`src/rtl/imm_gen_pkg.sv`:
```
// rtl/imm_gen_pkg.sv - shared opcodes and format codes for the immediate generator
//
// Purpose: RISC-V base opcodes recognised by the decoder, the format code
//          enumeration returned on fmt_o, and the format used for opcodes
//          that match no listed entry.
// Macro:   IMM_GEN_ILLEGAL_EN - unlisted opcodes map to FMT_ILL instead of FMT_I.

package imm_gen_pkg;

  localparam logic [6:0] OP_LOAD   = 7'b0000011;
  localparam logic [6:0] OP_IMM    = 7'b0010011;
  localparam logic [6:0] OP_JALR   = 7'b1100111;
  localparam logic [6:0] OP_IMM32  = 7'b0011011;
  localparam logic [6:0] OP_STORE  = 7'b0100011;
  localparam logic [6:0] OP_BRANCH = 7'b1100011;
  localparam logic [6:0] OP_LUI    = 7'b0110111;
  localparam logic [6:0] OP_AUIPC  = 7'b0010111;
  localparam logic [6:0] OP_JAL    = 7'b1101111;
  localparam logic [6:0] OP_REG    = 7'b0110011;
  localparam logic [6:0] OP_REG32  = 7'b0111011;

  typedef enum logic [2:0] {
    FMT_R   = 3'd0,
    FMT_I   = 3'd1,
    FMT_S   = 3'd2,
    FMT_B   = 3'd3,
    FMT_U   = 3'd4,
    FMT_J   = 3'd5,
    FMT_ILL = 3'd7
  } fmt_t;

`ifdef IMM_GEN_ILLEGAL_EN
  localparam fmt_t FMT_UNLISTED = FMT_ILL;
`else
  localparam fmt_t FMT_UNLISTED = FMT_I;
`endif

endpackage

```
`src/rtl/imm_gen_decode.sv`:
```
// rtl/imm_gen_decode.sv - combinational instruction to immediate/format decoder
//
// Purpose: classify a 32-bit instruction by opcode and build its immediate,
//          sign-extended from instr_i[31] to XLEN bits.
// Ports:   instr_i   in  32    instruction word
//          imm_o     out XLEN  sign-extended immediate (0 for R and ILL)
//          fmt_o     out 3     format code
//          illegal_o out 1     opcode unrecognised (only with IMM_GEN_ILLEGAL_EN)
// Macro:   IMM_GEN_ILLEGAL_EN - adds illegal_o and the FMT_ILL classification.

module imm_gen_decode
  import imm_gen_pkg::*;
#(
  parameter int XLEN = 32
) (
  input  logic [31:0]     instr_i,
`ifdef IMM_GEN_ILLEGAL_EN
  output logic            illegal_o,
`endif
  output logic [XLEN-1:0] imm_o,
  output fmt_t            fmt_o
);

  localparam bit RV64 = (XLEN == 64);

  logic signed [31:0] w_imm32;

  // The *32 opcodes only exist on RV64; on RV32 they fall through as unlisted.
  always_comb begin
    fmt_o = FMT_UNLISTED;
    case (instr_i[6:0])
      OP_LOAD, OP_IMM, OP_JALR: fmt_o = FMT_I;
      OP_IMM32:                 if (RV64) fmt_o = FMT_I;
      OP_STORE:                 fmt_o = FMT_S;
      OP_BRANCH:                fmt_o = FMT_B;
      OP_LUI, OP_AUIPC:         fmt_o = FMT_U;
      OP_JAL:                   fmt_o = FMT_J;
      OP_REG:                   fmt_o = FMT_R;
      OP_REG32:                 if (RV64) fmt_o = FMT_R;
      default:                  ;
    endcase
  end

  // Every layout already carries instr_i[31] at bit 31, so one signed
  // widening below covers all formats, including U on RV64.
  always_comb begin
    w_imm32 = '0;
    case (fmt_o)
      FMT_I: w_imm32 = {{20{instr_i[31]}}, instr_i[31:20]};
      FMT_S: w_imm32 = {{20{instr_i[31]}}, instr_i[31:25], instr_i[11:7]};
      FMT_B: w_imm32 = {{19{instr_i[31]}}, instr_i[31], instr_i[7],
                        instr_i[30:25], instr_i[11:8], 1'b0};
      FMT_U: w_imm32 = {instr_i[31:12], 12'b0};
      FMT_J: w_imm32 = {{11{instr_i[31]}}, instr_i[31], instr_i[19:12],
                        instr_i[20], instr_i[30:21], 1'b0};
      default: w_imm32 = '0;
    endcase
  end

  assign imm_o = XLEN'(w_imm32);

`ifdef IMM_GEN_ILLEGAL_EN
  assign illegal_o = (fmt_o == FMT_ILL);
`endif

endmodule

```
`src/rtl/imm_gen_pipe.sv`:
```
// rtl/imm_gen_pipe.sv - pipelined immediate generator with in-order result FIFO
//
// Purpose: decode accepted instructions and queue {imm, fmt, illegal, tag}
//          in a DEPTH-entry FIFO; outputs come from FIFO storage only.
// Ports:   clk_i, rst_i (sync, active-high)
//          valid_i/ready_o, instr_i[31:0], tag_i[TAG_W-1:0]   input side
//          valid_o/ready_i, imm_o[XLEN-1:0], fmt_o[2:0],
//          tag_o[TAG_W-1:0], illegal_o                        output side
// Macro:   IMM_GEN_ILLEGAL_EN - stores and returns the illegal flag;
//          otherwise illegal_o is tied to 0.

module imm_gen_pipe
  import imm_gen_pkg::*;
#(
  parameter int XLEN  = 32,
  parameter int DEPTH = 2,   // power of two, 2..8
  parameter int TAG_W = 5
) (
  input  logic             clk_i,
  input  logic             rst_i,
  input  logic             valid_i,
  output logic             ready_o,
  input  logic [31:0]      instr_i,
  input  logic [TAG_W-1:0] tag_i,
  output logic             valid_o,
  input  logic             ready_i,
  output logic [XLEN-1:0]  imm_o,
  output logic [2:0]       fmt_o,
  output logic [TAG_W-1:0] tag_o,
  output logic             illegal_o
);

  localparam int         AW       = $clog2(DEPTH);
  localparam logic [AW:0] FULL_CNT = (AW+1)'(DEPTH);

  logic [AW-1:0]    r_wr_ptr;
  logic [AW-1:0]    r_rd_ptr;
  logic [AW:0]      r_count;
  logic [XLEN-1:0]  r_imm_mem [DEPTH];
  logic [2:0]       r_fmt_mem [DEPTH];
  logic [TAG_W-1:0] r_tag_mem [DEPTH];

  logic             w_push;
  logic             w_pop;
  logic [XLEN-1:0]  w_dec_imm;
  fmt_t             w_dec_fmt;

`ifdef IMM_GEN_ILLEGAL_EN
  logic [DEPTH-1:0] r_ill_mem;
  logic             w_dec_ill;
`endif

  imm_gen_decode #(
    .XLEN (XLEN)
  ) u_decode (
    .instr_i   (instr_i),
`ifdef IMM_GEN_ILLEGAL_EN
    .illegal_o (w_dec_ill),
`endif
    .imm_o     (w_dec_imm),
    .fmt_o     (w_dec_fmt)
  );

  // ready_o is held low for the whole reset window; full is judged on the
  // pre-edge count, so a same-cycle pop never frees a slot for a push.
  assign ready_o = !rst_i && (r_count != FULL_CNT);
  assign valid_o = (r_count != '0);
  assign w_push  = valid_i && ready_o;
  assign w_pop   = valid_o && ready_i;

  always_ff @(posedge clk_i) begin
    if (rst_i) begin
      r_wr_ptr <= '0;
      r_rd_ptr <= '0;
      r_count  <= '0;
      // Storage is cleared so the head reads as all-zero right after reset.
      for (int k = 0; k < DEPTH; k++) begin
        r_imm_mem[k] <= '0;
        r_fmt_mem[k] <= '0;
        r_tag_mem[k] <= '0;
      end
`ifdef IMM_GEN_ILLEGAL_EN
      r_ill_mem <= '0;
`endif
    end else begin
      if (w_push) begin
        r_imm_mem[r_wr_ptr] <= w_dec_imm;
        r_fmt_mem[r_wr_ptr] <= w_dec_fmt;
        r_tag_mem[r_wr_ptr] <= tag_i;
`ifdef IMM_GEN_ILLEGAL_EN
        r_ill_mem[r_wr_ptr] <= w_dec_ill;
`endif
        r_wr_ptr <= r_wr_ptr + AW'(1);
      end
      if (w_pop) begin
        r_rd_ptr <= r_rd_ptr + AW'(1);
      end
      case ({w_push, w_pop})
        2'b10:   r_count <= r_count + (AW+1)'(1);
        2'b01:   r_count <= r_count - (AW+1)'(1);
        default: r_count <= r_count;
      endcase
    end
  end

  assign imm_o = r_imm_mem[r_rd_ptr];
  assign fmt_o = r_fmt_mem[r_rd_ptr];
  assign tag_o = r_tag_mem[r_rd_ptr];

`ifdef IMM_GEN_ILLEGAL_EN
  assign illegal_o = r_ill_mem[r_rd_ptr];
`else
  assign illegal_o = 1'b0;
`endif

endmodule
```
`config.mk`:
```
export PLATFORM = sky130hd
export DESIGN_NAME = imm_gen_pipe
export DESIGN_NICKNAME = d
export VERILOG_FILES = /design/src/rtl/imm_gen_pkg.sv /design/src/rtl/imm_gen_decode.sv /design/src/rtl/imm_gen_pipe.sv
export SDC_FILE = /design/constraint.sdc
export NUM_CORES = 1
export LEC_CHECK = 0
export ABC_AREA = 0
export CORE_MARGIN = 8
export CORE_UTILIZATION = 58
export DETAILED_ROUTE_END_ITERATION = 8
export DONT_BUFFER_PORTS = 1
export GPL_TIMING_DRIVEN = 1
export PLACE_DENSITY = 0.74
export SLEW_MARGIN = 20
export SYNTH_ARGS = -nofsm -noshare
export SYNTH_HDL_FRONTEND = slang
export SYNTH_SLANG_ARGS = --single-unit
export TNS_END_PERCENT = 30
```
`constraint.sdc`:
```
create_clock -name clk_i -period 3.8 [get_ports clk_i]
set_clock_uncertainty 0.1 [all_clocks]
set_input_delay 0.19 -clock clk_i [delete_from_list [all_inputs] [get_ports clk_i]]
set_output_delay 0.19 -clock clk_i [all_outputs]
set_load 0.01 [all_outputs]
```
=== Word level (Yosys, flattened, before mapping) ===
Memory sizes are Yosys's and may differ from the RTL's. A register that Yosys moved wholly into a read port is not among the register bits.
Cells that the tools add are included.

* Output and inout port bits: 43
* Input port bits: 41
* Register bits: 4
* Memory bits (writable): 80
* Logic and storage cells: 57
* Memories: 3

* Eq/ne operators: 14
* Reduce and logical (&&, ||, !) cells: 10
* Mux-type cells: 23
* Add/subtract/negate cells: 4

{| class="wikitable"
|+ Memories
! memory !! depth !! width !! read ports !! clocked after memory_dff !! wr ports !! RTL line !! RTL
|-
| r_imm_mem || 2 || 32 || 1 || 1 || 2 || imm_gen_pipe.sv:39 || <nowiki>logic [XLEN-1:0] r_imm_mem [DEPTH];</nowiki>
|-
| r_tag_mem || 2 || 5 || 1 || 1 || 2 || imm_gen_pipe.sv:41 || <nowiki>logic [TAG_W-1:0] r_tag_mem [DEPTH];</nowiki>
|-
| r_fmt_mem || 2 || 3 || 1 || 1 || 2 || imm_gen_pipe.sv:40 || <nowiki>logic [2:0] r_fmt_mem [DEPTH];</nowiki>
|}

{| class="wikitable"
|+ Operator list
! kind !! number
|-
| 32-bit one-hot mux with 5 select lines || 1
|-
| 32-bit two-way mux || 1
|-
| 32-bit OR reduction || 1
|-
| 7-bit by 6-bit == test with 1-bit output, second input constant || 3
|-
| 1-bit two-way mux || 17
|-
| 3-bit one-hot mux with 5 select lines || 1
|-
| 7-bit == test, second input constant || 2
|-
| 7-bit by 5-bit == test with 1-bit output, second input constant || 1
|-
| 3-bit by 2-bit == test with 1-bit output, second input constant || 2
|-
| 3-bit == test, second input constant || 2
|-
| 5-bit two-way mux || 1
|-
| 5-bit OR reduction || 1
|-
| 2-bit one-hot mux with 2 select lines || 1
|-
| 2-bit nonzero test || 2
|-
| 3-bit by 1-bit == test with 1-bit output, second input constant || 1
|-
| 1-bit logical AND || 3
|-
| 3-bit two-way mux || 1
|-
| 3-bit OR reduction || 1
|-
| 1-bit adder, second input constant || 2
|-
| 2-bit by 1-bit adder with 2-bit output, second input constant || 1
|-
| 2-bit by 1-bit == test with 1-bit output, second input constant || 1
|-
| 2-bit == test, second input constant || 1
|-
| 2-bit inequality test, second input constant || 1
|-
| 2-bit OR reduction || 1
|-
| other kinds (2) || 2
|}

=== Logic depth before layout (Yosys ltp) ===
* Word-level depth: 8
* Depth in mapped cells: 7
* Depth with buffers taken out: 6

=== Hierarchy ===
From an unflattened synthesis, not the netlist that was laid out.

* Cell total of the unflattened synthesis: 350
* Area total of the unflattened synthesis: 4,120.2 um^2

{| class="wikitable"
|+ By module, submodules not included
! module !! area an instance (um^2) !! times used !! cells each !! sequential area each (um^2)
|-
| imm_gen_pipe || 3,698.5 || 1 || 290 || 2,502.4
|-
| imm_gen_decode || 421.7 || 1 || 60 || 0.0
|}

=== Worst setup path before layout ===
Ideal clock, no wire load.

* Kind: register -> register
* Start point: reg r_count[0]
* End point: mem r_fmt_mem[0][0] (enable)
* Stages on the path, launching flop included: 5
* Setup time: 0.398 ns
* Period minus slack after synthesis: 2.434 ns
* Arrival: 1.936 ns
* Path slack: 1.366 ns
* Required time: 3.302 ns
* Path buffers: 1
* Cells stage by stage: dfxtp_1 -> nand2b_1 -> nand4_1 -> clkbuf_1 -> nand2_1

{| class="wikitable"
|+ RTL lines
! item !! RTL line !! RTL
|-
| start: declaration || imm_gen_pipe.sv:38 || <nowiki>logic [AW:0] r_count;</nowiki>
|-
| start signal: assignment || imm_gen_pipe.sv:99 || <nowiki>2'b10: r_count <= r_count + (AW+1)'(1);</nowiki>
|-
| start signal: assignment || imm_gen_pipe.sv:100 || <nowiki>2'b01: r_count <= r_count - (AW+1)'(1);</nowiki>
|-
| start signal: assignment || imm_gen_pipe.sv:101 || <nowiki>default: r_count <= r_count;</nowiki>
|-
| end: declaration || imm_gen_pipe.sv:40 ||
|}

==> metrics.cfg <==
[timing]
tightest_slew_ns=1.00
post-route-min-period_ns=2.20
finalCritPeriodShare_pct=57.9
setup_viol_count_final=0
max_slew_margin_pct=32.8
hold_viol=0
setup_slack_ns=1.60
rsz0062_at_grt=false
fmax_mhz=454
fin_tns_setup_ns=0
maxSlewViolCount=0

[cells_and_area]
final_common_cell=edfxtp_1
layout_common_cells=80 x edfxtp_1, 40 x mux2_2, 33 x nor2_1
drive_gt1_share_pct=20.4
antenna_cells=0
nNetsFinal=365
area_growth_pct=13.7
post-route-util_pct=67.4

[routing]
ant_nets=0
dr_total_vias=2469
wirelength_um=8390
drt_iter0_markers=163
routedWlPerCell_um=20.6
drcViolationCount=0
first_pass_iters=5
vias_per_cell=6.05

[die]
start_util_pct=59.3
dieArea_um2=9820
ios=84
core_um2=6760
die_height_um=99.1
fp-row-count=30
die_x_um=99.1

[grt]
grt_antenna_before_repair=0
grt_pass1_wl_um=13200
grtUsageTotal_pct=17.5
grt_pass1_vias=2539
grt_max_degree=41
grt-ovfl-total=0

[synth]
syn_area_um2=4000
yosysTopAreaCellShare_pct=60.0
yosysWarningCount=0
syn_avg_cell_area_um2=13.6
synthArstFlopShare_pct=0
synth_edf_count=80
yosys_most_used_dff=edfxtp_1
syn_nets=337
synth_cell_types=43
synthCells=295
ys_seq_area_share_pct=62.5
netlist_top_cells_area=edfxtp_1 60%, mux2_2 11%, a21o_1 4.1%, and2_1 3.9%, nor2_1 3.1%
yosys.area.top_type=edfxtp_1
synth_seq_cells=85

[job]
cap_viol_max_count=0

[placement]
place.port_buffers=0
globalplace.congestion=0.845
pre_cts_slack_ns=1.63
dp_hpwl_um=5480

[outcome]
status=finished, final reports clean

[worst_setup_path]
path_class=reg -> reg
arrival_ns=2.07
reg2reg_depth=4
worst-r2r-setup-slack_ns=1.60
crit_buf_inv=1
crit_end=r_imm_mem[0][0]
slowest_delay_ns=0.75
cp-start-kind=flop
cp-startpoint=r_count[0]
worstPathCellList=nand2b_1 -> nand4_1 -> buf_4 -> nand2_2
path_depth=4
r2r-start=r_count[0]
cp_max_fo=40
cp-end-kind=flop
path_delay_family=simple AND/OR/NAND/NOR gates
r2r_end=r_imm_mem[0][0]
critPathRequiredTime_ns=3.67
cp_slowest_cell=nand2_2

[power]
power_uw=2390
vdd_drop_max_mv=0.393
p_leak_uw=0.00183
p_per_area_nw_per_um2=525

[min_path]
hp-class=in -> reg

[clock_tree]
ctsLongestPathBuffers=2
path_clk_slew_ns=0.08
cts_buffers=9
cts-root-buf=clkbuf_8
post_cts_buffers=0
htreeDepth=3
clock_latency_ns=0.34
clock-sinks=85
cts_tree=yes

[how the worst min path moves through the flow]
stage                     cells past startpoint               end        start
final                                         2  r_imm_mem[0][17]  instr_i[17]
after global routing                          2  r_imm_mem[1][17]  instr_i[17]
after CTS                                     2  r_imm_mem[0][17]  instr_i[17]
after detailed placement                      1              flop        rst_i
after global placement                        1              flop        rst_i
after floorplan                               1  r_imm_mem[0][20]  instr_i[20]
[cells by family after synthesis]
family / count (synthesis) / share of synthesized area, %
AOI/OAI and AO/OA: 56 / 10.6
xor gates and xnor gates: 3 / 0.656
buffers and inverters: 19 / 2.47
and+or+nand+nor: 90 / 12.1
adders and majority gates: 1 / 0.312
muxes: 40 / 11.2
DFF: 85 / 62.5
other: 1 / 0.0937
[metal layers]
metal	part of all wire, %	GRT usage (%)	vias to the layer above
li1	-	-	1155
met1	43	21.8	1212
met2	47	27.0	91
met3	8.4	6.48	11
met4	1.4	6.52	0
met5	0	0	-
[cell type report]
| class | instances | area, um^2 |
|---|---|---|
| fill | 505 | 2200 |
| tap | 80 | 100 |
| multi-input combinational | 191 | 1410 |
| clock buffer | 9 | 124 |
| timing repair buffer | 32 | 313 |
| inverter | 4 | 15.0 |
| clock inverter | 7 | 88.8 |
| sequential | 85 | 2500 |
[through the flow]
| step | instance area, um^2 | hold WS (ns) | instances |
|---|---|---|---|
| after global routing | 4550 | 0.0152 | 408 |
| after floorplan | 4000 | 0.275 | 295 |
| after CTS | 4550 | 0.00147 | 408 |
| after detailed placement | 4050 | 0.158 | 363 |
| final | 4550 | 0.0149 | 408 |
| after global placement | 4050 | 0.159 | 363 |
[what timing repair did]
item / in CTS / in global routing
hold endpoints to repair: 68 / 0
hold buffers: 29 / 0
gates resized for setup: 0 / 0
[state kept, by name, summed over array words and instances (netlist names), named ones only]
signal,count
r_fmt_mem,6
r_count,2
r_imm_mem,64
r_rd_ptr,1
r_wr_ptr,1
r_tag_mem,10
[report_power, final]
| group | internal [uW] | leakage (uW) | total [uW] | switching [uW] |
|---|---|---|---|---|
| logic | 228 | 0.000850 | 481 | 252 |
| registers | 1130 | 0.000879 | 1220 | 91.0 |
| clock network | 367 | 0.000105 | 682 | 315 |
| total | 1730 | 0.00183 | 2390 | 658 |
[cells in the mapped netlist (all sizes together) (2+ instances only)]
| cell type | n |
|---|---|
| a21boi | 2 |
| a21o | 22 |
| a21oi | 4 |
| a22o | 8 |
| a22oi | 8 |
| a2bb2oi | 3 |
| and2 | 27 |
| buf | 8 |
| clkbuf | 7 |
| dfxtp | 5 |
| edfxtp | 80 |
| inv | 4 |
| mux2 | 40 |
| nand2 | 10 |
| nand3 | 2 |
| nand4 | 2 |
| nor2 | 33 |
| nor2b | 3 |
| nor4 | 2 |
| o21ai | 3 |
| o32ai | 2 |
| or3 | 2 |
| xnor2 | 2 |
Note: power is estimated with default switching activity, not from simulation.
